## src/rtl/memory_fabric_if.sv

```systemverilog
// Consumer-side bus of memory_fabric; port i owns slice i of every vector.
// Handshake: a dispatch_read/dispatch_write pulse is accepted on an edge where busy[i] is low (read wins if both are high). busy[i] then stays high up to and including the completing edge, and after a read rdata[i] holds the result from the moment busy[i] falls until port i's next read completes.
interface memory_fabric_if #(
   parameter int NUM_PORTS = 2,
   parameter int DATA_W    = 8,
   parameter int ADDR_W    = 32
);
   logic [NUM_PORTS*ADDR_W-1:0] addr;
   logic [NUM_PORTS*DATA_W-1:0] wdata;
   logic [NUM_PORTS-1:0]        dispatch_read;
   logic [NUM_PORTS-1:0]        dispatch_write;
   logic [NUM_PORTS*DATA_W-1:0] rdata;
   logic [NUM_PORTS-1:0]        busy;

   modport master (output addr, wdata, dispatch_read, dispatch_write, input rdata, busy);
   modport slave  (input addr, wdata, dispatch_read, dispatch_write, output rdata, busy);
endinterface

```

## src/rtl/memory_fabric.sv

```systemverilog
// Multi-port fabric that serialises consumer requests onto a RAM, a frame buffer and an IO window.
// Define MEM_FABRIC_FIXED_PRIORITY_EN to replace round-robin arbitration with fixed lowest-index priority.
module memory_fabric #(
   parameter int NUM_PORTS = 2,
   parameter int DATA_W    = 8,
   parameter int ADDR_W    = 32,
   parameter int RAM_AW    = 16,
   parameter int RAM_LAT   = 2
) (
   input  logic               clk_in,
   input  logic               rst_in,
   memory_fabric_if.slave     bus,
   output logic [RAM_AW-1:0]  ram_addr,
   output logic [DATA_W-1:0]  ram_wdata,
   output logic               ram_we,
   input  logic [DATA_W-1:0]  ram_rdata,
   output logic [15:0]        fb_addr,
   output logic [DATA_W-1:0]  fb_wdata,
   output logic               fb_we,
   output logic [7:0]         io_offset,
   input  logic [DATA_W-1:0]  io_rdata,
   output logic [1:0]         o_dbg_state,
   output logic [2:0]         o_dbg_grant
);
   localparam int GW = (NUM_PORTS > 1) ? $clog2(NUM_PORTS) : 1;

   typedef enum logic [1:0] {
      S_IDLE     = 2'd0,
      S_ACCESS   = 2'd1,
      S_RAM_WAIT = 2'd2
   } state_t;

   state_t              r_state;
   state_t              w_next;
   logic [NUM_PORTS-1:0] r_pending;
   logic [NUM_PORTS-1:0] r_req_read;
   logic [ADDR_W-1:0]   r_req_addr  [NUM_PORTS];
   logic [DATA_W-1:0]   r_req_wdata [NUM_PORTS];
   logic [DATA_W-1:0]   r_rdata     [NUM_PORTS];
   logic [ADDR_W-1:0]   r_svc_addr;
   logic [DATA_W-1:0]   r_svc_wdata;
   logic                r_svc_read;
   logic [GW-1:0]       r_svc_port;
   logic [GW-1:0]       r_last_grant;
   logic [2:0]          r_wait_cnt;

   logic                w_grant_valid;
   logic [GW-1:0]       w_grant_idx;
   logic                w_grant_en;
   logic                w_done;
   logic                w_is_io;
   logic                w_is_fb;
   logic                w_is_ram;
   logic [DATA_W-1:0]   w_rd_value;

   // Decode always looks at the service register, so targets stay stable for the whole access.
   assign w_is_io  = &r_svc_addr[ADDR_W-1:8];
   assign w_is_fb  = !w_is_io && (r_svc_addr[ADDR_W-1:16] == '0);
   assign w_is_ram = !w_is_io && !w_is_fb;

   assign ram_addr    = r_svc_addr[RAM_AW-1:0];
   assign ram_wdata   = r_svc_wdata;
   assign fb_addr     = r_svc_addr[15:0];
   assign fb_wdata    = r_svc_wdata;
   assign io_offset   = r_svc_addr[7:0];
   assign o_dbg_state = r_state;
   assign o_dbg_grant = 3'(r_svc_port);
   assign bus.busy    = r_pending;

   always_comb begin
      bus.rdata = '0;
      for (int i = 0; i < NUM_PORTS; i++) begin
         bus.rdata[i*DATA_W +: DATA_W] = r_rdata[i];
      end
   end

   assign w_rd_value = w_is_io ? io_rdata : (w_is_fb ? '0 : ram_rdata);

   always_comb begin : arb
      logic          hi_valid;
      logic [GW-1:0] hi_idx;
      hi_valid      = 1'b0;
      hi_idx        = '0;
      w_grant_valid = 1'b0;
      w_grant_idx   = '0;
`ifdef MEM_FABRIC_FIXED_PRIORITY_EN
      for (int k = NUM_PORTS - 1; k >= 0; k--) begin
         if (r_pending[k]) begin
            w_grant_valid = 1'b1;
            w_grant_idx   = GW'(k);
         end
      end
`else
      // Lowest pending index above last_grant wins; otherwise wrap to the lowest pending index.
      for (int k = NUM_PORTS - 1; k >= 0; k--) begin
         if (r_pending[k]) begin
            w_grant_valid = 1'b1;
            w_grant_idx   = GW'(k);
            if (k > int'(r_last_grant)) begin
               hi_valid = 1'b1;
               hi_idx   = GW'(k);
            end
         end
      end
      if (hi_valid) begin
         w_grant_idx = hi_idx;
      end
`endif
   end

   always_ff @(posedge clk_in or posedge rst_in) begin
      if (rst_in) begin
         r_state <= S_IDLE;
      end else begin
         r_state <= w_next;
      end
   end

   always_comb begin
      w_next     = r_state;
      w_grant_en = 1'b0;
      w_done     = 1'b0;
      ram_we     = 1'b0;
      fb_we      = 1'b0;
      case (r_state)
         S_IDLE: begin
            if (w_grant_valid) begin
               w_grant_en = 1'b1;
               w_next     = S_ACCESS;
            end
         end
         S_ACCESS: begin
            ram_we = !r_svc_read && w_is_ram;
            fb_we  = !r_svc_read && w_is_fb;
            if (r_svc_read && w_is_ram && (RAM_LAT > 1)) begin
               w_next = S_RAM_WAIT;
            end else begin
               w_done = 1'b1;
               w_next = S_IDLE;
            end
         end
         S_RAM_WAIT: begin
            // r_wait_cnt counts cycles since ACCESS entry; the next edge brings it to RAM_LAT.
            if (r_wait_cnt == 3'(RAM_LAT - 1)) begin
               w_done = 1'b1;
               w_next = S_IDLE;
            end
         end
         default: w_next = S_IDLE;
      endcase
   end

   always_ff @(posedge clk_in or posedge rst_in) begin
      if (rst_in) begin
         r_pending    <= '0;
         r_req_read   <= '0;
         r_svc_addr   <= '0;
         r_svc_wdata  <= '0;
         r_svc_read   <= 1'b0;
         r_svc_port   <= '0;
         r_last_grant <= GW'(NUM_PORTS - 1);
         r_wait_cnt   <= 3'd0;
         for (int i = 0; i < NUM_PORTS; i++) begin
            r_req_addr[i]  <= '0;
            r_req_wdata[i] <= '0;
            r_rdata[i]     <= '0;
         end
      end else begin
         for (int i = 0; i < NUM_PORTS; i++) begin
            if (!r_pending[i] && (bus.dispatch_read[i] || bus.dispatch_write[i])) begin
               r_pending[i]   <= 1'b1;
               r_req_read[i]  <= bus.dispatch_read[i];
               r_req_addr[i]  <= bus.addr[i*ADDR_W +: ADDR_W];
               r_req_wdata[i] <= bus.wdata[i*DATA_W +: DATA_W];
            end
         end
         if (w_grant_en) begin
            r_svc_addr   <= r_req_addr[w_grant_idx];
            r_svc_wdata  <= r_req_wdata[w_grant_idx];
            r_svc_read   <= r_req_read[w_grant_idx];
            r_svc_port   <= w_grant_idx;
            r_last_grant <= w_grant_idx;
         end
         if (w_done) begin
            r_pending[r_svc_port] <= 1'b0;
            if (r_svc_read) begin
               r_rdata[r_svc_port] <= w_rd_value;
            end
         end
         case (r_state)
            S_ACCESS:   r_wait_cnt <= 3'd1;
            S_RAM_WAIT: r_wait_cnt <= r_wait_cnt + 3'd1;
            default:    r_wait_cnt <= 3'd0;
         endcase
      end
   end
endmodule
```

## src/flat_wrapper.sv

```systemverilog
// flat-port wrapper written by rule: the top's interface ports become plain ports
module memory_fabric_flat 
#(
   parameter int NUM_PORTS = 2,
   parameter int DATA_W    = 8,
   parameter int ADDR_W    = 32,
   parameter int RAM_AW    = 16,
   parameter int RAM_LAT   = 2
)
  (clk_in, rst_in, ram_addr, ram_wdata, ram_we, ram_rdata, fb_addr, fb_wdata, fb_we, io_offset, io_rdata, o_dbg_state, o_dbg_grant, bus_addr, bus_wdata, bus_dispatch_read, bus_dispatch_write, bus_rdata, bus_busy);
  memory_fabric_if #(.NUM_PORTS(NUM_PORTS), .DATA_W(DATA_W), .ADDR_W(ADDR_W)) bus_i ();
  input  logic clk_in;
  input  logic rst_in;
  output logic [RAM_AW-1:0] ram_addr;
  output logic [DATA_W-1:0] ram_wdata;
  output logic ram_we;
  input  logic [DATA_W-1:0] ram_rdata;
  output logic [15:0] fb_addr;
  output logic [DATA_W-1:0] fb_wdata;
  output logic fb_we;
  output logic [7:0] io_offset;
  input  logic [DATA_W-1:0] io_rdata;
  output logic [1:0] o_dbg_state;
  output logic [2:0] o_dbg_grant;
  input wire logic [$bits(bus_i.addr)-1:0] bus_addr;
  input wire logic [$bits(bus_i.wdata)-1:0] bus_wdata;
  input wire logic [$bits(bus_i.dispatch_read)-1:0] bus_dispatch_read;
  input wire logic [$bits(bus_i.dispatch_write)-1:0] bus_dispatch_write;
  output wire logic [$bits(bus_i.rdata)-1:0] bus_rdata;
  output wire logic [$bits(bus_i.busy)-1:0] bus_busy;
  assign bus_i.addr = bus_addr;
  assign bus_i.wdata = bus_wdata;
  assign bus_i.dispatch_read = bus_dispatch_read;
  assign bus_i.dispatch_write = bus_dispatch_write;
  assign bus_rdata = bus_i.rdata;
  assign bus_busy = bus_i.busy;
  memory_fabric #(.NUM_PORTS(NUM_PORTS), .DATA_W(DATA_W), .ADDR_W(ADDR_W), .RAM_AW(RAM_AW), .RAM_LAT(RAM_LAT)) u_core (.clk_in(clk_in), .rst_in(rst_in), .bus(bus_i), .ram_addr(ram_addr), .ram_wdata(ram_wdata), .ram_we(ram_we), .ram_rdata(ram_rdata), .fb_addr(fb_addr), .fb_wdata(fb_wdata), .fb_we(fb_we), .io_offset(io_offset), .io_rdata(io_rdata), .o_dbg_state(o_dbg_state), .o_dbg_grant(o_dbg_grant));
endmodule
```

## config.mk

```make
export PLATFORM = sky130hd
export DESIGN_NAME = memory_fabric_flat
export DESIGN_NICKNAME = d
export VERILOG_FILES = /design/src/rtl/memory_fabric_if.sv /design/src/rtl/memory_fabric.sv /design/src/flat_wrapper.sv
export SDC_FILE = /design/constraint.sdc
export NUM_CORES = 1
export LEC_CHECK = 0
export CAP_MARGIN = 20
export CORE_ASPECT_RATIO = 1.75
export CORE_MARGIN = 2
export CORE_UTILIZATION = 40
export DETAILED_ROUTE_END_ITERATION = 8
export PLACE_DENSITY = 0.68
export SLEW_MARGIN = 20
export SYNTH_ARGS = -nofsm -noshare
export SYNTH_HDL_FRONTEND = slang
export SYNTH_SLANG_ARGS = --single-unit
```

## constraint.sdc

```tcl
create_clock -name clk_in -period 9.7 [get_ports clk_in]
set_input_delay 2.91 -clock clk_in [delete_from_list [all_inputs] [get_ports clk_in]]
set_output_delay 2.91 -clock clk_in [all_outputs]
set_load 0.005 [all_outputs]
```

Yosys cells after proc, flatten, opt, wreduce, memory -nomap -nowiden --
Index checks and enable logic that the tools add are counted.
Word-level totals: register bits after elaboration 148, input port bits 102, output and inout bits 81
Operators by class: add/subtract/negate cells 1, magnitude comparators 7, equality and inequality tests 5, multiplexer cells 36, bitwise operators 4, reductions and logical operators 21
Operators with widths (number):
- $mux 32 | 3
- $mux 8 | 6
- $reduce_and 24->1 | 1
- $mux 1 | 17
- $bwmux 16 | 1
- $logic_not 16->1 | 1
- $logic_and 1x1->1 | 9
- $demux 8 s1 | 1
- $mux 2 | 4
- $pmux 2 s3 | 1
- $pmux 3 s2 | 1
- $logic_not 1->1 | 5
- $ge 2x2->1 const B | 2
- $lt 1x2->1 const B | 2
- $ne 2x1->1 const B | 2
- $not 1->2 | 2
- $reduce_and 2->1 | 2
- $add 3x1->3 const B | 1
- $eq 3x1->1 const B | 1
- $and 2x2->2 | 1
- $eq 2x1->1 const B | 1
- $eq 2x2->1 const B | 1
- $logic_not 2->1 | 1
- $logic_or 1x1->1 | 2
- other kinds (6) | 6

Longest topological paths before layout --
word-level depth 9, gate-level depth with buffers 8

Worst setup path after synthesis --
Ideal clock, no wire load.
path kind register to output, start register u_core.r_svc_addr[9], end output port ram_we, data arrival time 1507 ps, path slack 5283 ps, stages on the path, launching flop included 7, cells stage by stage dfrtp_1 -> nand4_2 -> nor4_4 -> and2_2 -> buf_2 -> or2_2 -> nor3b_1
Between the ends: longest elaborated chain between the ends 7
RTL lines:
- start, declared | RTL line memory_fabric.sv:40 | logic [ADDR_W-1:0] r_svc_addr;
- start signal, assigned | RTL line memory_fabric.sv:178 | r_svc_addr <= r_req_addr[w_grant_idx];
- $reduce_and 24->1 (*) | RTL line memory_fabric.sv:57 | assign w_is_io = &r_svc_addr[ADDR_W-1:8];
- $logic_not 1->1 (*) | RTL line memory_fabric.sv:58, memory_fabric.sv:59
- $logic_and 1x1->1 | RTL line memory_fabric.sv:58 | assign w_is_fb = !w_is_io && (r_svc_addr[ADDR_W-1:16] == '0);
- $logic_not 1->1 | RTL line memory_fabric.sv:59 | assign w_is_ram = !w_is_io && !w_is_fb;
- $logic_and 1x1->1 (*) | RTL line memory_fabric.sv:59
- $logic_and 1x1->1 (*) | RTL line memory_fabric.sv:133 | ram_we = !r_svc_read && w_is_ram;
- $mux 1 (*) | RTL line memory_fabric.sv:125 | case (r_state)
- end, declared | RTL line flat_wrapper.sv:16 | output logic ram_we;
Mark *: on every way between the ends. The rest lies on a longest branch, timed or not.

Worst setup path after layout --
Ends and elaborated chain as after synthesis.

==> flow_summary.yaml <==
outcome:
  status: "finished, final reports clean"
logic_synthesis:
  ys_async_sr_fraction_pct: 100
  synth.distinct_cells: 44
  synth-seq-cells: 148
  syn_area_per_cell_um2: 12.6
  yosys_warnings: 0
  synth_edf_count: 0
  synth_area_um2: 6670
  yosysSeqAreaShare_pct: 55.5
  synth_cells: 531
  netlist.area_leader.share_pct: 55.1
  synthFlopType: "dfrtp_1"
  synth_top_area_cell: "dfrtp_1"
  synthTopCellsByArea: "dfrtp_1 (55%), mux2_2 (15%), mux2i_1 (6.2%), buf_4 (5.7%), o21ai_0 (3.8%)"
final_layout:
  final_nets: 767
  layout-area-overhead-vs-synth_pct: 34.5
  fin_area_um2: 8970
  n_fill_cell: 1394
  final_cell_mix: "clkdlybuf4s50_1 (180), dfrtp_1 (147), mux2_2 (90)"
  drive_gt1_share_pct: 21.5
  n_antenna_cell: 0
  finalNonFillerCells: 897
  final_util_pct: 54.8
  layout_commonest_cell: "clkdlybuf4s50_1"
clock_tree:
  h-tree-depth: 4
  numCtsBuffers: 17
  cts_setup_buffers: 0
  cts_tree: "built"
  clkTransAtPathRegs_ns: 0.06
  clock_sinks: 148
  cts-hold-fix-buffers: 0
  insertion_delay_ns: 0.41
  cts_root_buf: "clkbuf_16"
  cts_buffer_depth: 2
  cts_resized: 0
critical_path:
  end_kind: "output port"
  cp_cell_sequence: "nand4_2, nor4_4, and2_2, or2_2, nor3b_1, clkdlybuf4s50_1"
  path_class: "reg -> out"
  cp_slowest_cell: "nor4_4"
  worst_ep_required_time_ns: 6.79
  arrival_ns: 2.50
  startpoint_type: "flop"
  cp_slowest_stage_delay_ns: 0.56
  r2r_slack_ns: 7.17
  critPathMaxFanout: 10
floorplanning:
  initial_core_util_pct: 40.8
  placementRows: 62
  ioPinCount: 183
  dieArea_um2: 17800
  die_w_um: 102
  core-area_um2: 16400
  die_h_um: 175
detailed_routing:
  routed_via_density: 4.91
  routed_wl_mm: 15.6
  via_count: 4400
  drtIter0Drc: 144
  drc: 0
  dr.pass1.iters: 4
  antenna_left: 0
  wl_per_cell_um: 17.4
global_routing:
  use_met1_pct: 19.4
  grt_max_degree: 91
  grt_first_pass_wirelength_mm: 24.8
  grt-busiest-layer: "met2"
  antenna_found_initial: 0
  gr-usage-met2_pct: 34.2
  grt.overflow.total: 0
  met3_usage_pct: 4.16
  grt_usage_pct: 18.2
  grt_pass1_vias: 4750
power:
  power_uw: 2920
  p_per_area_nw_per_um2: 325
  power.leakage_uw: 0.00388
  vdd_ir_drop_max_mv: 0.148
sta:
  hold_violations: 0
  tightest_slew_ns: 0.791
  clock_skew_ns: 0.0113
  finalMaxSlewViolations: 0
  final.setup.tns_ns: 0
  setup_viol: 0
  layout_worst_path_cycle_share_pct: 55.8
  fin_crit_ns: 5.41
  relSlewSlack_pct: 47.2
  rsz0062_at_grt: "false"
  fmax_mhz: 185
place:
  hpwl_mm: 11.2
  routabilityCongestion: 0.848
  portBuffers: 180
  place_inst: 865
  placed_area_um2: 8350
job:
  maxCapViolCount: 0
min_path:
  hp-class: "reg -> reg"
-- registers in the layout (all words and copies together) (netlist names) --
signal and count:
u_core.fb_wdata 8, u_core.r_wait_cnt 3, u_core.bus.rdata 16, u_core.r_svc_port 1, u_core.r_req_read 2, u_core.r_svc_addr 32
u_core.r_req_wdata 16, u_core.o_dbg_state 2, u_core.bus.busy 2, u_core.r_req_addr 64, u_core.r_svc_read 1, u_core.r_last_grant 1
-- critical path, delay by kind of cell (launching register included) --
family | cells | cell delay (ns)
AND/OR/NAND/NOR | 5 | 1.26
buffers and inverters | 1 | 0.45
flip-flops | 1 | 0.40
-- routing by layer --
| layer | vias up | share of wire, % |
|---|---|---|
| li1 | 2066 | - |
| met3 | 15 | 5.0 |
| met5 | - | 0 |
| met4 | 0 | 1.5 |
| met2 | 125 | 57 |
| met1 | 2194 | 36 |
-- stage by stage --
step	hold WS, ns	worst slack [ns]
5_1_grt	0.509	4.12
2_1_floorplan	0.471	2.81
6_report	0.503	4.29
4_1_cts	0.506	4.26
3_5_place_dp	0.492	4.70
3_3_place_gp	0.487	4.78
-- area by class of cell --
type                    instances  area, um^2  area share, %
well taps                     224         280           3.12
multi-input cells             303        2510           27.9
clock buffers                  20         437           4.87
clock inverters                12         180           2.01
repair buffers                185        1840           20.5
inverters                       5        23.8          0.265
flip-flops and latches        148        3700           41.3
-- synthesized netlist by cell type (3+ instances only) --
cell type,count
mux2_4,8
nor2_1,4
o21ai_0,50
a31oi_1,3
dfrtp_1,147
nand4_1,5
nand2b_1,9
mux2_2,90
mux2i_1,41
inv_1,5
nand2_1,44
nand3_1,8
nor4_1,4
ha_1,5
clkbuf_1,19
buf_2,5
buf_4,51
-- final timing paths --
check,from,end,cells past startpoint
worst max-delay path,u_core.r_svc_addr[9],ram_we,6
worst min-delay path,u_core.r_req_addr[37],u_core.r_req_addr[37],1
worst max register to register,u_core.o_dbg_state[0],u_core.bus.rdata[8],7
worst min register to register,u_core.r_req_addr[37],u_core.r_req_addr[37],1
max in group asynchronous,rst_in,u_core.r_svc_addr[19],3
min in group asynchronous,rst_in,u_core.r_svc_addr[7],2
-- power by group --
part	switching (uW)	leakage [uW]	internal, uW
Sequential	193	0.00179	922
Combinational	468	0.00180	651
Clock	251	0.000295	432
-- cells by family after synthesis --
family | Yosys count | synth area share [%]
AO/OA/AOI/OAI | 65 | 5.46
XOR/XNOR | 1 | 0.131
adder cells (fa/ha/maj) | 5 | 0.938
buffers and inverters | 81 | 7.63
flip-flops | 148 | 55.5
multiplexers | 139 | 23.1
other | 1 | 0.0562
AND/OR/NAND/NOR | 91 | 7.11
Power figures use the tool's default switching activity.
